**src/rtl/fir_coeff_loader_pkg.sv**
```systemverilog
// Shared definitions for the fir_* blocks: default sizes and loader FSM encoding.
package fir_coeff_loader_pkg;

    localparam int unsigned FIR_N_DEFAULT       = 4;
    localparam int unsigned FIR_COEFF_W_DEFAULT = 8;

    typedef enum logic [1:0] {
        ST_IDLE    = 2'd0,
        ST_LOAD    = 2'd1,
        ST_PENDING = 2'd2
    } ld_state_e;

endpackage : fir_coeff_loader_pkg

```
**src/rtl/fir_coeff_loader.sv**
```systemverilog
// Coefficient loader: collects N signed beats into a shadow bank and swaps the
// whole set into the active register only on a sample-boundary commit strobe.
module fir_coeff_loader
    import fir_coeff_loader_pkg::*;
#(
    parameter int unsigned N           = FIR_N_DEFAULT,
    parameter int unsigned COEFF_WIDTH = FIR_COEFF_W_DEFAULT,
    parameter logic [N*COEFF_WIDTH-1:0] INIT_COEFFS = '0
) (
    input  logic                       clk,
    input  logic                       rst_n,
    input  logic [COEFF_WIDTH-1:0]     coeff_in,
    input  logic                       coeff_valid,
    input  logic                       coeff_last,
    output logic                       coeff_ready,
    input  logic                       commit_en,
    output logic [N*COEFF_WIDTH-1:0]   packed_coeffs,
    output logic                       loaded,
    output logic                       error,
    output logic                       busy
);

    localparam int unsigned IDX_W = (N > 2) ? $clog2(N) : 1;
    localparam int unsigned PW    = N * COEFF_WIDTH;

    ld_state_e              state_q, state_d;
    logic [IDX_W-1:0]       idx_q, idx_d;
    logic [COEFF_WIDTH-1:0] shadow_q [N];
    logic [COEFF_WIDTH-1:0] shadow_d [N];
    logic [PW-1:0]          packed_q, packed_d;
    logic                   ready_q, ready_d;
    logic                   busy_q, busy_d;
    logic                   loaded_q, loaded_d;
    logic                   error_q, error_d;
    logic                   accept_c;
    logic                   at_end_c;

    // Next-state, shadow writes, commit and pulse generation.
    always_comb begin
        state_d  = state_q;
        idx_d    = idx_q;
        shadow_d = shadow_q;
        packed_d = packed_q;
        loaded_d = 1'b0;
        error_d  = 1'b0;
        accept_c = coeff_valid && ready_q;
        at_end_c = (idx_q == IDX_W'(N - 1));

        unique case (state_q)
            ST_IDLE: begin
                if (accept_c) begin
                    if (coeff_last) begin
                        // Single-beat set is always short.
                        error_d = 1'b1;
                        for (int unsigned k = 0; k < N; k++) shadow_d[k] = '0;
                    end else begin
                        shadow_d[0] = coeff_in;
                        idx_d       = IDX_W'(1);
                        state_d     = ST_LOAD;
                    end
                end
            end
            ST_LOAD: begin
                if (accept_c) begin
                    if (at_end_c && coeff_last) begin
                        shadow_d[idx_q] = coeff_in;
                        state_d         = ST_PENDING;
                    end else if (at_end_c || coeff_last) begin
                        // Short or long set: drop everything collected so far.
                        error_d = 1'b1;
                        idx_d   = '0;
                        state_d = ST_IDLE;
                        for (int unsigned k = 0; k < N; k++) shadow_d[k] = '0;
                    end else begin
                        shadow_d[idx_q] = coeff_in;
                        idx_d           = idx_q + IDX_W'(1);
                    end
                end
            end
            ST_PENDING: begin
                if (commit_en) begin
                    for (int unsigned k = 0; k < N; k++)
                        packed_d[k*COEFF_WIDTH +: COEFF_WIDTH] = shadow_q[k];
                    loaded_d = 1'b1;
                    idx_d    = '0;
                    state_d  = ST_IDLE;
                end
            end
            default: begin
                idx_d   = '0;
                state_d = ST_IDLE;
            end
        endcase

        ready_d = (state_d != ST_PENDING);
        busy_d  = (state_d != ST_IDLE);
    end

    // State, shadow bank, active set and registered status outputs.
    always_ff @(posedge clk or negedge rst_n) begin
        if (!rst_n) begin
            state_q  <= ST_IDLE;
            idx_q    <= '0;
            for (int unsigned k = 0; k < N; k++) shadow_q[k] <= '0;
            packed_q <= INIT_COEFFS;
            ready_q  <= 1'b0;
            busy_q   <= 1'b0;
            loaded_q <= 1'b0;
            error_q  <= 1'b0;
        end else begin
            state_q  <= state_d;
            idx_q    <= idx_d;
            shadow_q <= shadow_d;
            packed_q <= packed_d;
            ready_q  <= ready_d;
            busy_q   <= busy_d;
            loaded_q <= loaded_d;
            error_q  <= error_d;
        end
    end

    assign coeff_ready   = ready_q;
    assign busy          = busy_q;
    assign loaded        = loaded_q;
    assign error         = error_q;
    assign packed_coeffs = packed_q;

endmodule : fir_coeff_loader

```
**config.mk**
```make
export PLATFORM = sky130hd
export DESIGN_NAME = fir_coeff_loader
export DESIGN_NICKNAME = d
export VERILOG_FILES = /design/src/rtl/fir_coeff_loader_pkg.sv /design/src/rtl/fir_coeff_loader.sv
export SDC_FILE = /design/constraint.sdc
export NUM_CORES = 1
export LEC_CHECK = 0
export ABC_AREA = 0
export CAP_MARGIN = 20
export CORE_MARGIN = 8
export CORE_UTILIZATION = 50
export DETAILED_ROUTE_END_ITERATION = 8
export PLACE_DENSITY = 0.74
export SYNTH_ARGS = -nofsm -noshare
export SYNTH_HDL_FRONTEND = slang
export SYNTH_SLANG_ARGS = --single-unit
```
**constraint.sdc**
```tcl
create_clock -name clk -period 1.9 [get_ports clk]
set_input_delay 0.38 -clock clk [delete_from_list [all_inputs] [get_ports clk]]
set_output_delay 0.38 -clock clk [all_outputs]
set_load 0.01 [all_outputs]
```
After elaboration in Yosys (flattened, before gate mapping)
Index checks and enable logic that the tools add are counted.
- flip-flop bits (word level): 72
- latch bits: 0
- bits in writable memories: 0
- bits in read-only memories: 0
- input port bits: 13
- logic and storage cells: 68
- memories: 0
- add/subtract/negate cells: 1
- $mul: 0
- divide/modulo/power cells: 0
- order comparisons: 2
- equal/unequal tests: 10
- shift operators: 0
- muxes and demuxes: 32
- bitwise gates (word level): 1
- reductions and logical operators: 11
- operators by type and width (cell ; count):
    2-to-1 mux 32 bit ; 4
    one-hot mux 32 bit (2 select lines) ; 1
    bitwise mux 32 bit ; 1
    2-to-1 mux 2 bit ; 12
    2-to-1 mux 24 bit ; 1
    demux 8 bit (select 2 bit) ; 1
    2-to-1 mux 8 bit ; 2
    != test 2 bit, second input constant ; 7
    one-hot mux 2 bit (3 select lines) ; 2
    2-to-1 mux 1 bit ; 7
    AND reduction 5 bit ; 1
    == test 2 bit, second input constant ; 2
    AND reduction 4 bit ; 1
    nonzero test 2 bit ; 2
    >= comparator 3 bit, second input constant ; 1
    logical AND 1 bit ; 3
    less-than comparator 3 x 1 -> 1 bit, second input constant ; 1
    NOT 2 -> 3 bit ; 1
    AND reduction 3 bit ; 1
    adder 2 x 1 -> 2 bit, second input constant ; 1
    == test 2 x 1 -> 1 bit, second input constant ; 1
    zero test 2 bit ; 1
    one-hot mux 1 bit (2 select lines) ; 1
    AND reduction 2 bit ; 1
    logical OR 1 bit ; 1

Logic depth before layout (Yosys ltp)
- word-level depth: 10
- gate-level depth with buffers: 7
- gate-level depth less buffers: 6

Worst setup path before layout
No wires, ideal clock.
- path type: register to register
- from: register idx_q[0]
- to: register shadow_q[0] (netlist bit)
- arrival: 1.580 ns
- data required time: 1.779 ns
- slack: 0.199 ns
- stages on the path, launching flop included: 7
- buffers on the path: 1
- cells stage by stage: dfrtp_1 ha_1 ha_1 o21a_1 and3_1 clkbuf_2 a22o_1
- longest elaborated chain between the ends: 10
- elaborated cells on any way between the ends: 14
- ends and longest elaborated chain (what ; RTL line ; RTL):
    from (decl) ; fir_coeff_loader.sv:27 ; logic [IDX_W-1:0] idx_q, idx_d;
    from (signal assigned) ; fir_coeff_loader.sv:112 ; idx_q <= idx_d;
    NOT 2 -> 3 bit (implied by the code) ; fir_coeff_loader.sv:66, fir_coeff_loader.sv:75 ;
    >= comparator 3 bit (implied by the code) or less-than comparator 3 x 1 -> 1 bit (tied branches) ; fir_coeff_loader.sv:66, fir_coeff_loader.sv:75 ;
    logical AND 1 bit (implied by the code) ; fir_coeff_loader.sv:66, fir_coeff_loader.sv:75 ;
    2-to-1 mux 8 bit (implied by the code) ; fir_coeff_loader.sv:66, fir_coeff_loader.sv:75 ;
    demux 8 bit (select 2 bit) ; fir_coeff_loader.sv:66, fir_coeff_loader.sv:75 ;
    bitwise mux 32 bit ; fir_coeff_loader.sv:66, fir_coeff_loader.sv:75 ;
    2-to-1 mux 32 bit ; fir_coeff_loader.sv:68 ; end else if (at_end_c || coeff_last) begin
    2-to-1 mux 32 bit (*) ; fir_coeff_loader.sv:65 ; if (at_end_c && coeff_last) begin
    2-to-1 mux 32 bit (*) ; fir_coeff_loader.sv:64 ; if (accept_c) begin
    one-hot mux 32 bit (2 select lines) (*) ; fir_coeff_loader.sv:49 ; unique case (state_q)
    to (signal assigned) ; fir_coeff_loader.sv:113 ; shadow_q <= shadow_d;
    to (decl) ; fir_coeff_loader.sv:28 ; logic [COEFF_WIDTH-1:0] shadow_q [N];
Every way passes the cells marked *; elsewhere a longest branch is shown, timed or not. The select of a mux whose other input is x is not followed.
A chain may end at the register's enable or synchronous reset.

Worst setup path after layout
- from: register idx_q[1]
- to: register idx_q[0]
- longest elaborated chain between the ends: 6
- elaborated cells on any way between the ends: 9
- ends and longest elaborated chain (what ; RTL line ; RTL):
    == test 2 bit (*) ; fir_coeff_loader.sv:47 ; at_end_c = (idx_q == IDX_W'(N - 1));
    logical OR 1 bit ; fir_coeff_loader.sv:68 ;
    2-to-1 mux 2 bit ; fir_coeff_loader.sv:68 ;
    2-to-1 mux 2 bit ; fir_coeff_loader.sv:65 ;
    2-to-1 mux 2 bit ; fir_coeff_loader.sv:64 ;
    one-hot mux 2 bit (3 select lines) ; fir_coeff_loader.sv:49 ;
Marked as above.

==> impl_summary.txt <==
----------------------------------------------------
[Placed design]
  Gpl congestion ... 0.837
  Number of input and output port buffers inserted ... 48
  DP HPWL ... 4160 um
  DP Worst Slack ... -0.218 ns

[Routing]
  Routed wirelength normalized by instance count ... 15.1 um
  Post-route antenna net violation count ... 0
  Number of DRC markers in iteration 0 ... 137
  Via density per instance ... 5.20
  DRT Pass-1 Iters ... 4
  Routed via count ... 2073
  Overall routed net length ... 6010 um
  DRC errors left ... 0

[Setup path]
  Highest cell delay on the worst timing path ... 0.41 ns
  Setup CP Type ... reg2reg
  Kind of end point of the critical path ... flop
  Worst path required time ... 2.13 ns
  Critical path buffers and inverters ... 1
  Slowest-stage cell, CP ... sky130_fd_sc_hd__dfrtp_1
  Top Family by Delay on Critical Path ... adder cells
  Element type at the critical path start ... flop
  Data arrival at the endpoint of the critical path ... 2.00 ns
  Top fanout value on the critical path ... 4
  Cell chain of the critical path ... ha_2, ha_1, buf_4, a221oi_4, mux2_2

[Synthesis]
  Synthesized instance count ... 256
  Yosys warnings ... 0
  Mapped Nets ... 275
  Compound-cell area share of the yosys netlist ... 14.0%
  Proportion of synthesized chip area in sequential cells ... 63.5%
  Area fraction in and, or, nand and nor cells after synthesis ... 16.2%
  Xor-xnor portion of the synthesized cell area ... 0%
  Yosys cell types ... 30
  Dominant combinational cell family by area after synthesis ... simple AND/OR/NAND/NOR gates
  Synthesized area ... 2840 um2
  Synth Register Bits ... 72
  Avg Synthesized Cell Area ... 11.1 um2
  Arithmetic-cell share of the synthesized area counting full adders, half adders and majority gates ... 2.65%
  Mux share of post-synthesis cell area ... 0.750%

[Floorplan]
  DIE HEIGHT ... 91.3 um
  I/O pin total ... 49
  Initial Utilization ... 51.5%
  Std-Cell Core Area ... 5510 um2
  Horiz. Die Dim ... 91.3 um
  Site Rows ... 27
  Area of the die ... 8340 um2

[Timing]
  Final Hold Viols ... 0
  Period Utilization, post-route ... 93.4%
  Skew final ... 0.00396 ns
  Worst-case headroom to the max-slew limit ... 72.1%
  Post-route setup TNS ... 0 ns
  Highest clock frequency the design can meet ... 563 MHz
  Final number of setup-violating endpoints ... 0
  Pin slew with the least headroom to its limit ... 0.416 ns
  Fin crit period ... 1.78 ns
  RSZ-0062 raised after global routing ... no
  Smallest setup slack after layout ... 0.125 ns
  Max-slew violation count ... 0

[Clock network]
  Clock tree from TritonCTS ... done
  CTS Buffer Depth ... 2
  Number of H-tree levels ... 3
  Worst-Skew Late Latency ... 0.34 ns
  Clock transition at the registers of the reported paths ... 0.07 ns
  CTS Root Buffer Type ... sky130_fd_sc_hd__clkbuf_8
  Clk sink count ... 72
  Number of buffers created by CTS ... 9

[Final layout]
  Final Net Count ... 341
  Area Overhead vs Synth ... 31.6%
  Area taken by flip-flops and latches ... 1800 um2
  Most common cell after layout, fill and taps aside ... sky130_fd_sc_hd__nand2_1
  Layout fillers ... 437
  Antenna cells ... 0
  Fraction of final layout cells with drive strength greater than 1 ... 14.1%
  Highest-count cells in the layout ignoring fill and taps ... sky130_fd_sc_hd__nand2_1, sky130_fd_sc_hd__dfrtp_1, sky130_fd_sc_hd__clkdlybuf4s50_1
  Multi-input gate area in the final layout ... 981 um2

[Power and ir drop]
  Power per standard cell area ... 1110 nW/um2
  Combinational Power Share ... 24.1%
  Peak ir drop on the vdd network ... 0.699 mV
  Tot Pwr ... 4.14 mW
  Fraction of power spent switching nets ... 29.2%
  Share of total power in sequential cells ... 45.8%
  P_int ... 2.94 mW
  Pleak ... 1.91 nW
  Reported net switching power ... 1.21 mW
  Clock group share of total power ... 30.1%

[Global routing]
  Wire length of the first global-routing pass ... 10500 um
  Via count of the first global-routing pass ... 2119
  Global-route track usage on met3 ... 4.28%
  Maximum number of pins on one net before global-route repair ... 73
  Fraction of met2 tracks used by global routing ... 24.4%
  Met1 usage in global routing ... 19.7%
  Overflow left after global routing ... 0
  Layer with the highest usage ... met2
  Tot GR Track Use ... 15.6%
  Antenna violations before repair ... 0

[Min path]
  Worst min path class ... in2async

[Run]
  # Max-Cap Violations ... 0

[Run status]
  Result of the run ... finished clean

----------------------------------------------------
-- kinds of logic after synthesis --
group / after synthesis
multiplexers: 2
adder cells (fa/ha/maj): 6
AND/OR/NAND/NOR: 112
buffers and inverters: 19
AO/OA/AOI/OAI: 45
flip-flops: 72
-- timing repair --
item                       CTS  global route
setup endpoints to repair    6            33
hold buffers                 0             0
pin swaps                    1             0
resized for setup            1             6
buffers inserted             1             0
-- worst reg2reg max path, cell delays in order (launching register included) --
cell and delay (ns):
sky130_fd_sc_hd__dfrtp_1 0.41, sky130_fd_sc_hd__ha_2 0.22, sky130_fd_sc_hd__ha_1 0.23, sky130_fd_sc_hd__buf_4 0.17, sky130_fd_sc_hd__a221oi_4 0.28, sky130_fd_sc_hd__mux2_2 0.37
-- flip-flops by register name, indices dropped and copies added, names as in the netlist --
signal         cells
idx_q              2
coeff_ready        1
packed_coeffs     32
loaded             1
error              1
busy               1
state_q            2
shadow_q          32
-- worst paths after layout --
check                             startpoint                 to  slack, ns  depth (start not counted)
max                                 idx_q[1]           idx_q[0]       0.12                          5
min                                    rst_n             loaded       0.06                          2
max reg2reg                         idx_q[1]           idx_q[0]       0.12                          5
min reg2reg                packed_coeffs[11]  packed_coeffs[11]       0.47                          2
max in group asynchronous              rst_n   packed_coeffs[0]       1.56                          2
min in group clk           packed_coeffs[11]  packed_coeffs[11]       0.47                          2
-- through the flow --
stage / cells / util, % / hold WS (ns) / area [um2]
final: 399 / 67.8 / 0.0556 / 3730
after global routing: 399 / 67.8 / 0.0798 / 3730
after CTS: 399 / 67.3 / 0.0733 / 3700
after detailed placement: 382 / 63.3 / 0.438 / 3490
after global placement: 382 / 63.3 / 0.431 / 3490
after floorplan: 256 / - / 0.0844 / 2840
-- synth_stat cells (all sizes together) --
master	count	area, um2
nand2	100	375
dfrtp	72	1800
a22o	32	282
inv	9	33.8
ha	6	75.1
o21ai	6	37.5
buf	5	25.0
clkbuf	5	21.3
and3	3	18.8
nand3	2	10.0
nor2b	2	20.0
nor3	2	15.0
a21boi	1	7.51
a21oi	1	5.00
a221oi	1	15.0
a41oi	1	8.76
and3b	1	8.76
mux2	1	11.3
mux2i	1	10.0
nand3b	1	7.51
nor2	1	3.75
o21a	1	7.51
o21bai	1	7.51
o41ai	1	27.5
-- area by class of cell --
| class | instances | share of cell area (%) |
|---|---|---|
| sequential | 72 | 48.3 |
| multi-input combinational | 165 | 26.3 |
| timing repair buffer | 65 | 16.6 |
| clock buffer | 12 | 4.16 |
| tap | 72 | 2.41 |
| clock inverter | 4 | 1.37 |
| inverter | 9 | 0.905 |
-- power groups by stage --
stage	logic [mW]	clock network, mW	registers, mW
global placement	0.918	0	1.92
finish	0.997	1.25	1.90
floorplan	0.495	0	1.93
CTS	0.968	1.26	1.90
global route	1.11	1.34	1.93
detailed placement	0.938	0	1.93
-- layer usage --
metal / wire (um) / vias to the layer above
li1: - / 994
met1: 2760 / 1015
met2: 2820 / 55
met3: 327 / 9
met4: 98 / 0
met5: 0 / -
Note: power is estimated with default switching activity, not from simulation.
